**config.mk**
```make
export PLATFORM = sky130hd
export DESIGN_NAME = accel_tilt_ctrl
export DESIGN_NICKNAME = d
export VERILOG_FILES = /design/src/rtl/accel_tilt_ctrl.sv
export SDC_FILE = /design/constraint.sdc
export NUM_CORES = 1
export LEC_CHECK = 0
export ABC_AREA = 1
export CORE_MARGIN = 4
export CORE_UTILIZATION = 30
export DETAILED_ROUTE_END_ITERATION = 8
export PLACE_DENSITY_LB_ADDON = 0.25
export RECOVER_POWER = 50
export SLEW_MARGIN = 20
export SYNTH_ARGS = -nofsm -noshare
export SYNTH_HDL_FRONTEND = slang
export SYNTH_SLANG_ARGS = --single-unit
```
**constraint.sdc**
```tcl
create_clock -name clk -period 2.11 [get_ports clk]
set_input_delay 0.211 -clock clk [delete_from_list [all_inputs] [get_ports clk]]
set_output_delay 0.211 -clock clk [all_outputs]
set_load 0.02 [all_outputs]
```
**src/rtl/accel_tilt_ctrl.sv**
```systemverilog
// Tilt-to-ball-control converter: windowed averaging, dead zone with hysteresis,
// 2-bit speed quantisation and 8-way heading for the maze ball bot.
module accel_tilt_ctrl #(
  parameter int unsigned AVG_LOG2  = 3,
  parameter int unsigned DEAD      = 64,
  parameter int unsigned STEP_LOG2 = 7,
  parameter int unsigned HYST      = 16
) (
  input  logic        clk,
  input  logic        rst,
  input  logic        enable,
  input  logic        sample_valid,
  input  logic [11:0] x_acc,
  input  logic [11:0] y_acc,
  output logic [7:0]  ctrl_out,
  output logic        ctrl_valid
);

  localparam int unsigned AW = 12 + AVG_LOG2;

  localparam logic signed [15:0] T1 = 16'(DEAD);
  localparam logic signed [15:0] T2 = 16'(DEAD + (1 << STEP_LOG2));
  localparam logic signed [15:0] T3 = 16'(DEAD + (2 << STEP_LOG2));
  localparam logic signed [15:0] H1 = T1 - $signed(16'(HYST));
  localparam logic signed [15:0] H2 = T2 - $signed(16'(HYST));
  localparam logic signed [15:0] H3 = T3 - $signed(16'(HYST));

  typedef enum logic [1:0] {ACCUM, COMPUTE, UPDATE} state_t;

  state_t state, state_nxt;
  logic   compute_en, update_en;

  logic [AVG_LOG2-1:0]   count;
  logic signed [AW-1:0]  x_sum, y_sum, x_ext, y_ext, x_total, y_total;
  logic                  take, window_done;
  logic [11:0]           x_avg, y_avg;

  logic [11:0] x_mag_c, y_mag_c, x_mag, y_mag;
  logic [1:0]  x_lvl, y_lvl;
  logic        x_neg, y_neg;

  logic [1:0]  x_speed, y_speed, x_new, y_new;
  logic        moving, moving_new;
  logic [2:0]  dir, dir_new;

  function automatic logic [1:0] level_of(input logic [11:0] mag);
    logic signed [15:0] m;
    m = $signed({4'b0, mag});
    if (m >= T3)      level_of = 2'd3;
    else if (m >= T2) level_of = 2'd2;
    else if (m >= T1) level_of = 2'd1;
    else              level_of = 2'd0;
  endfunction

  function automatic logic [1:0] next_speed(input logic [1:0] lvl, input logic [1:0] cur,
                                            input logic [11:0] mag);
    logic signed [15:0] m;
    logic signed [15:0] hold;
    m = $signed({4'b0, mag});
    case (cur)
      2'd1:    hold = H1;
      2'd2:    hold = H2;
      default: hold = H3;
    endcase
    if (lvl < cur && m >= hold) next_speed = cur;
    else                        next_speed = lvl;
  endfunction

  assign take        = enable && sample_valid;
  assign window_done = take && (count == '1);
  assign x_ext       = {{AVG_LOG2{x_acc[11]}}, x_acc};
  assign y_ext       = {{AVG_LOG2{y_acc[11]}}, y_acc};
  assign x_total     = x_sum + x_ext;
  assign y_total     = y_sum + y_ext;

  // Accumulation runs in every state so samples arriving during COMPUTE/UPDATE
  // land in the next window; the snapshot keeps only the shifted (averaged) bits.
  always_ff @(posedge clk or negedge rst) begin
    if (!rst) begin
      count <= '0;
      x_sum <= '0;
      y_sum <= '0;
      x_avg <= '0;
      y_avg <= '0;
    end else if (!enable) begin
      count <= '0;
      x_sum <= '0;
      y_sum <= '0;
    end else if (take) begin
      if (window_done) begin
        x_avg <= x_total[AW-1:AVG_LOG2];
        y_avg <= y_total[AW-1:AVG_LOG2];
        x_sum <= '0;
        y_sum <= '0;
        count <= '0;
      end else begin
        x_sum <= x_total;
        y_sum <= y_total;
        count <= count + AVG_LOG2'(1);
      end
    end
  end

  always_ff @(posedge clk or negedge rst) begin
    if (!rst) state <= ACCUM;
    else      state <= state_nxt;
  end

  always_comb begin
    state_nxt = state;
    case (state)
      ACCUM:   if (window_done) state_nxt = COMPUTE;
      COMPUTE: state_nxt = UPDATE;
      UPDATE:  state_nxt = window_done ? COMPUTE : ACCUM;
      default: state_nxt = ACCUM;
    endcase
    if (!enable) state_nxt = ACCUM;
  end

  always_comb begin
    compute_en = (state == COMPUTE);
    update_en  = (state == UPDATE);
  end

  assign x_mag_c = x_avg[11] ? (~x_avg + 12'd1) : x_avg;
  assign y_mag_c = y_avg[11] ? (~y_avg + 12'd1) : y_avg;

  always_ff @(posedge clk or negedge rst) begin
    if (!rst) begin
      x_mag <= '0;
      y_mag <= '0;
      x_lvl <= '0;
      y_lvl <= '0;
      x_neg <= 1'b0;
      y_neg <= 1'b0;
    end else if (compute_en) begin
      x_mag <= x_mag_c;
      y_mag <= y_mag_c;
      x_lvl <= level_of(x_mag_c);
      y_lvl <= level_of(y_mag_c);
      x_neg <= x_avg[11];
      y_neg <= y_avg[11];
    end
  end

  always_comb begin
    x_new      = next_speed(x_lvl, x_speed, x_mag);
    y_new      = next_speed(y_lvl, y_speed, y_mag);
    moving_new = (x_new != 2'd0) || (y_new != 2'd0);
    dir_new    = dir;
    case ({x_new != 2'd0, y_new != 2'd0})
      2'b01:   dir_new = y_neg ? 3'd4 : 3'd0;
      2'b10:   dir_new = x_neg ? 3'd6 : 3'd2;
      2'b11: begin
        case ({x_neg, y_neg})
          2'b00:   dir_new = 3'd1;
          2'b01:   dir_new = 3'd3;
          2'b11:   dir_new = 3'd5;
          default: dir_new = 3'd7;
        endcase
      end
      default: dir_new = dir;
    endcase
  end

  always_ff @(posedge clk or negedge rst) begin
    if (!rst) begin
      x_speed    <= '0;
      y_speed    <= '0;
      moving     <= 1'b0;
      dir        <= '0;
      ctrl_valid <= 1'b0;
    end else begin
      ctrl_valid <= 1'b0;
      if (!enable) begin
        x_speed <= '0;
        y_speed <= '0;
        moving  <= 1'b0;
      end else if (update_en) begin
        x_speed    <= x_new;
        y_speed    <= y_new;
        moving     <= moving_new;
        dir        <= dir_new;
        ctrl_valid <= 1'b1;
      end
    end
  end

  assign ctrl_out = {y_speed, x_speed, moving, dir};

endmodule

```
Yosys cells after proc, flatten, opt, wreduce, memory -nomap -nowiden
Index checks and enable logic that the tools add are counted.
{ "totals": {"register_bits": 98, "latchBits": 0, "mem_bits_rw": 0, "mem_bits_ro": 0, "inputBits": 28, "output_inout_bits": 9, "word_cells": 98, "memories": 0} }
{ "op_classes": {"add_sub_neg": 5, "n_mul": 0, "div_mod_pow": 0, "order_cmp": 10, "eq_ne": 15, "n_shift": 0, "muxes": 37, "bitwise_logic": 2, "reduce_logical": 12} }
{ "ops": {"columns": ["operator", "count"], "rows": [
  ["$mux W15", 6],
  ["$pmux W9 S2", 2],
  ["$ge A13 B16 Y1", 2],
  ["$add A15 B12 Y15", 2],
  ["$add A12 B1 Y12 const B", 2],
  ["$ge A12 B7 Y1 const B", 2],
  ["$ge A12 B8 Y1 const B", 2],
  ["$ge A12 B9 Y1 const B", 2],
  ["$mux W12", 2],
  ["$mux W2", 12],
  ["$not A12 Y12", 2],
  ["$pmux W3 S3", 2],
  ["$mux W3", 5],
  ["$eq A2 B2 Y1 const B", 6],
  ["$eq A2 B1 Y1 const B", 5],
  ["$mux W1", 7],
  ["$pmux W2 S3", 1],
  ["$reduce_and A3 Y1", 2],
  ["$logic_and A1 B1 Y1", 4],
  ["$logic_not A2 Y1", 2],
  ["$lt A2 B2 Y1", 2],
  ["$ne A2 B1 Y1 const B", 2],
  ["$reduce_bool A2 Y1", 2],
  ["$add A3 B1 Y3 const B", 1],
  ["other kinds (4)", 4]
]} }

Depth between registers and ports, before layout
{ "logic_depth": {"word_depth": 9, "ltp_mapped": 17, "ltp_nobuf": 17} }

Least setup slack after synthesis
Ideal clock, no wire load.
{ "synth_path": {"path_kind": "reg-to-reg", "from": "reg y_speed[0]", "to": "reg dir[2]", "setup_ns": 0.120, "arrival_ns": 1.980, "slack_ns": 0.010, "path_stages_with_launch": 17, "n_path_buf": 0, "path_cell_list": "dfrtp_1 inv_1 ha_1 inv_1 ha_1 nand2_1 nand3_1 nor2_1 nand2_1 nand2_1 nand2_1 nand2_1 nand2_2 nor2_4 nor2_1 nand2_1 nand2_1"} }
{ "synth_between": {"elab_chain_cells": 9, "elab_cells_between_ends": 14} }
{ "synth_lines": {"columns": ["item", "line_no", "rtl"], "rows": [
  ["from (decl)", "42", "logic [1:0] x_speed, y_speed, x_new, y_new;"],
  ["from (signal assigned)", "181", "y_speed <= y_new;"],
  ["$eq A2 B2 Y1 / $eq A2 B1 Y1 (equally long branches)", "60", "case (cur)"],
  ["$pmux W9 S2", "60", null],
  ["$ge A13 B16 Y1", "65", "if (lvl < cur && m >= hold) next_speed = cur;"],
  ["$logic_and A1 B1 Y1", "65", null],
  ["$mux W2 (*)", "65", null],
  ["$reduce_bool A2 Y1 (*)", "151", "case ({x_new != 2'd0, y_new != 2'd0})"],
  ["$eq A2 B2 Y1 / $eq A2 B1 Y1 (equally long branches)", "151", null],
  ["$reduce_bool A3 Y1 (no line)", null, null],
  ["$reduce_and A3 Y1 (no line)", null, null],
  ["to (signal assigned)", "183", "dir <= dir_new;"],
  ["to (decl)", "44", "logic [2:0] dir, dir_new;"]
]} }
Every way passes the cells marked *; elsewhere a longest branch is shown, timed or not.
A chain may end at the register's enable or synchronous reset.

Worst setup path in the final report
{ "layout_path": {"from": "reg x_speed[1]", "to": "reg dir[2]"} }
{ "layout_between": {"elab_chain_cells": 9, "elab_cells_between_ends": 14} }
{ "layout_lines": {"columns": ["item", "line_no", "rtl"], "rows": [
  ["from (decl)", "42", null],
  ["from (signal assigned)", "180", "x_speed <= x_new;"],
  ["$eq A2 B2 Y1 / $eq A2 B1 Y1 (equally long branches)", "60", null],
  ["$pmux W9 S2", "60", null],
  ["$ge A13 B16 Y1", "65", null],
  ["$logic_and A1 B1 Y1", "65", null],
  ["$mux W2 (*)", "65", null],
  ["$reduce_bool A2 Y1 (*)", "151", null],
  ["$eq A2 B2 Y1 / $eq A2 B1 Y1 (equally long branches)", "151", null],
  ["$reduce_bool A3 Y1 (no line)", null, null],
  ["$reduce_and A3 Y1 (no line)", null, null]
]} }
Marked as above.

==> results.yml <==
routing:
  vias_per_cell: 4.68
  drt_iter0_drc: 266
  drc: 0
  ant_nets: 0
  drt_pass1_iterations: 7
  vias: 4880
  routed_wl_um: 13400
  routedWlPerCell_um: 12.9
floorplan:
  die_x_um: 145
  die_h_um: 145
  core_mm2: 0.0182
  die_area_mm2: 0.0211
  rows: 49
  ios: 37
  start_util_pct: 31.0
worst_setup_path:
  cp-start-kind: "flop"
  worstPathArrival_ns: 2.23
  cp_data_required_time_ns: 2.35
  critPathKind: "reg2reg"
  crit_path_max_fanout: 5
  ff2ff_path_depth: 14
  cp-end-kind: "flop"
  rrSetupSlack_ns: 0.13
  r2r_start: "x_speed[1]"
  r2r-end: "dir[2]"
global_route:
  overflow: 0
  grt_max_degree: 35
  grt_usage_pct: 13.1
  antenna_found_initial: 0
  grt_pass1_wl_um: 23200
  grt_pass1_vias: 4826
logic_synthesis:
  synth.area.top_cells: "dfrtp_1, nand2_1, ha_1"
  ys_seq_elements: 90
  synth_edf_count: 0
  synth_cell_types: 39
  syn_inst: 728
  netlist_area_mm2: 0.00565
  synthFlopType: "dfrtp_1"
  synth_fp_nets: 800
  ys_warn_count: 0
  synth_top_area_cell: "dfrtp_1"
  synth.top_cell.area_share_pct: 39.9
  synth-async-reset-ratio_pct: 100
  yosysSeqAreaShare_pct: 39.9
  synth_area_per_cell_um2: 7.75
clocking:
  clk_pin_slew_ns: 0.06
  cts_tree: "yes"
  clk_latency_ns: 0.35
  cts.htree.levels: 3
  cts_buffer_depth: 2
  cts_buffers: 9
  cts_root_buf: "clkbuf_16"
  clock-sinks: 90
timing:
  slew_viol_final: 0
  hold_ws_ns: 0.479
  slew_headroom_pct: 37.5
  setup_tns_ns: 0
  hold_violations: 0
  setup_viol: 0
  fin_crit_sh_pct: 94.1
  skew_ns: 0.00800
  fmax_mhz: 504
  period_needed_ns: 1.98
  rsz0062_at_grt: "true"
  worstMarginPinSlew_ns: 0.937
power_and_ir_drop:
  finalPower_uw: 4710
  powerDensity_mw_per_mm2: 671
  leakagePower_uw: 0.00344
  irDropWorstVdd_v: 0.000405
hold_path:
  hold_start: "y_mag[9]"
  hp-class: "reg2reg"
  whs_endpoint: "y_mag[9]"
  worstHoldPathCells: 2
job:
  cap_violations: 0
outcome:
  status: "completed"
finish:
  fin_nets: 881
  syn2layout_area_growth_pct: 24.4
  antenna-diode-count: 0
  final_common_cell: "nand2_1"
  fin_cells: 1043
  filler_cell_count: 1913
  layout.cells.most_common_list: "nand2_1, dfrtp_1, nand3_1, inv_1, nor2_1"
  drive_gt1_share_pct: 15.5
placed_design:
  dp_hpwl_um: 10100
  gp_congestion: 0.831
  io_buffer_count: 36
  place_inst: 1022
## worst max-delay path: stages (launching register included)
cell     delay [ns]
dfrtp_1        0.41
ha_4           0.27
inv_2          0.04
ha_4           0.26
nand2_2        0.04
inv_2          0.03
nand4_1        0.09
nand2_2        0.11
nand4_1        0.15
nand2_4        0.12
nand2_4        0.06
nor2_4         0.14
nor2_1         0.06
nand2_1        0.05
nand2_1        0.04
## synth_stat cells (3+ instances only)
cell,n
a21oi_1,23
a21oi_2,3
a22o_1,5
a31oi_1,9
buf_2,4
clkbuf_1,11
dfrtp_1,90
ha_1,42
inv_1,68
inv_2,8
nand2_1,182
nand2_2,9
nand3_1,73
nand3b_1,7
nand4_1,10
nor2_1,61
nor2_2,5
nor2_4,3
nor3_1,6
o21ai_0,28
o21ai_1,32
o21bai_1,5
o22ai_1,4
xnor2_1,8
xor2_1,11
## report_power, final
part           leakage (uW)  switching [uW]  internal (uW)  total (uW)
Clock              0.000151             718           1040        1750
Sequential          0.00119            58.6           1810        1870
Combinational       0.00209             619            470        1090
Total               0.00344            1390           3320        4710
## cell type report
type                            count  area, um2  area share [%]
Tap cell                          229        287            4.08
Timing Repair Buffer               88        739            10.5
Inverter                           76        285            4.06
Clock inverter                      7       93.8            1.34
Sequential cell                    90       2250            32.1
Clock buffer                        9        225            3.21
Multi-Input combinational cell    544       3140            44.7
## logic make-up after synthesis
logic type / Yosys count / share of synthesized area [%]
flops: 90 / 39.9
buf+inv: 94 / 6.41
simple gates: 365 / 28.8
xor+xnor: 21 / 3.52
compound gates: 114 / 11.4
fa+ha+maj: 44 / 10.0
## layer usage
metal / global-route usage, % / share of wire [%] / up-vias
met4: 3.80 / 1.3 / 0
met2: 20.5 / 44 / 68
met1: 18.4 / 52 / 2214
met3: 2.81 / 3.3 / 14
li1: - / - / 2584
met5: 0 / 0 / -
## registers in the layout, summed over array words and instances, names as in the netlist, 2 cells and up
signal / count
x_avg: 12
y_speed: 2
x_sum: 15
dir: 3
y_avg: 12
x_lvl: 2
y_lvl: 2
count: 3
state: 2
x_mag: 8
x_speed: 2
y_sum: 15
y_mag: 8
## through the flow
step / util [%] / worst slack, ns / instance area [um2]
after floorplan: - / 0.00959 / 5650
after global placement: 36.2 / -0.122 / 6590
after detailed placement: 36.2 / -0.135 / 6590
after CTS: 38.0 / 0.0361 / 6920
after global routing: 38.6 / -0.0229 / 7020
final: 38.6 / 0.125 / 7020
## what timing repair did
item                                    CTS  global route
hold buffers                              1             0
endpoints found under the setup margin    0            10
gates resized for setup                   0            27
buffers inserted                          0             4
hold endpoints to repair                 31             0
## how the worst max path moves through the flow
stage | start | to | slack [ns] | depth (start not counted)
final | x_speed[1] | dir[2] | 0.13 | 14
after global routing | x_speed[1] | dir[2] | -0.02 | 14
after CTS | y_speed[0] | dir[2] | 0.04 | 16
after detailed placement | y_acc[0] | y_avg[7] | -0.13 | 11
after global placement | y_acc[0] | y_avg[7] | -0.12 | 11
after floorplan | y_speed[0] | dir[2] | 0.01 | 16
(Power assumes the default switching activity.)
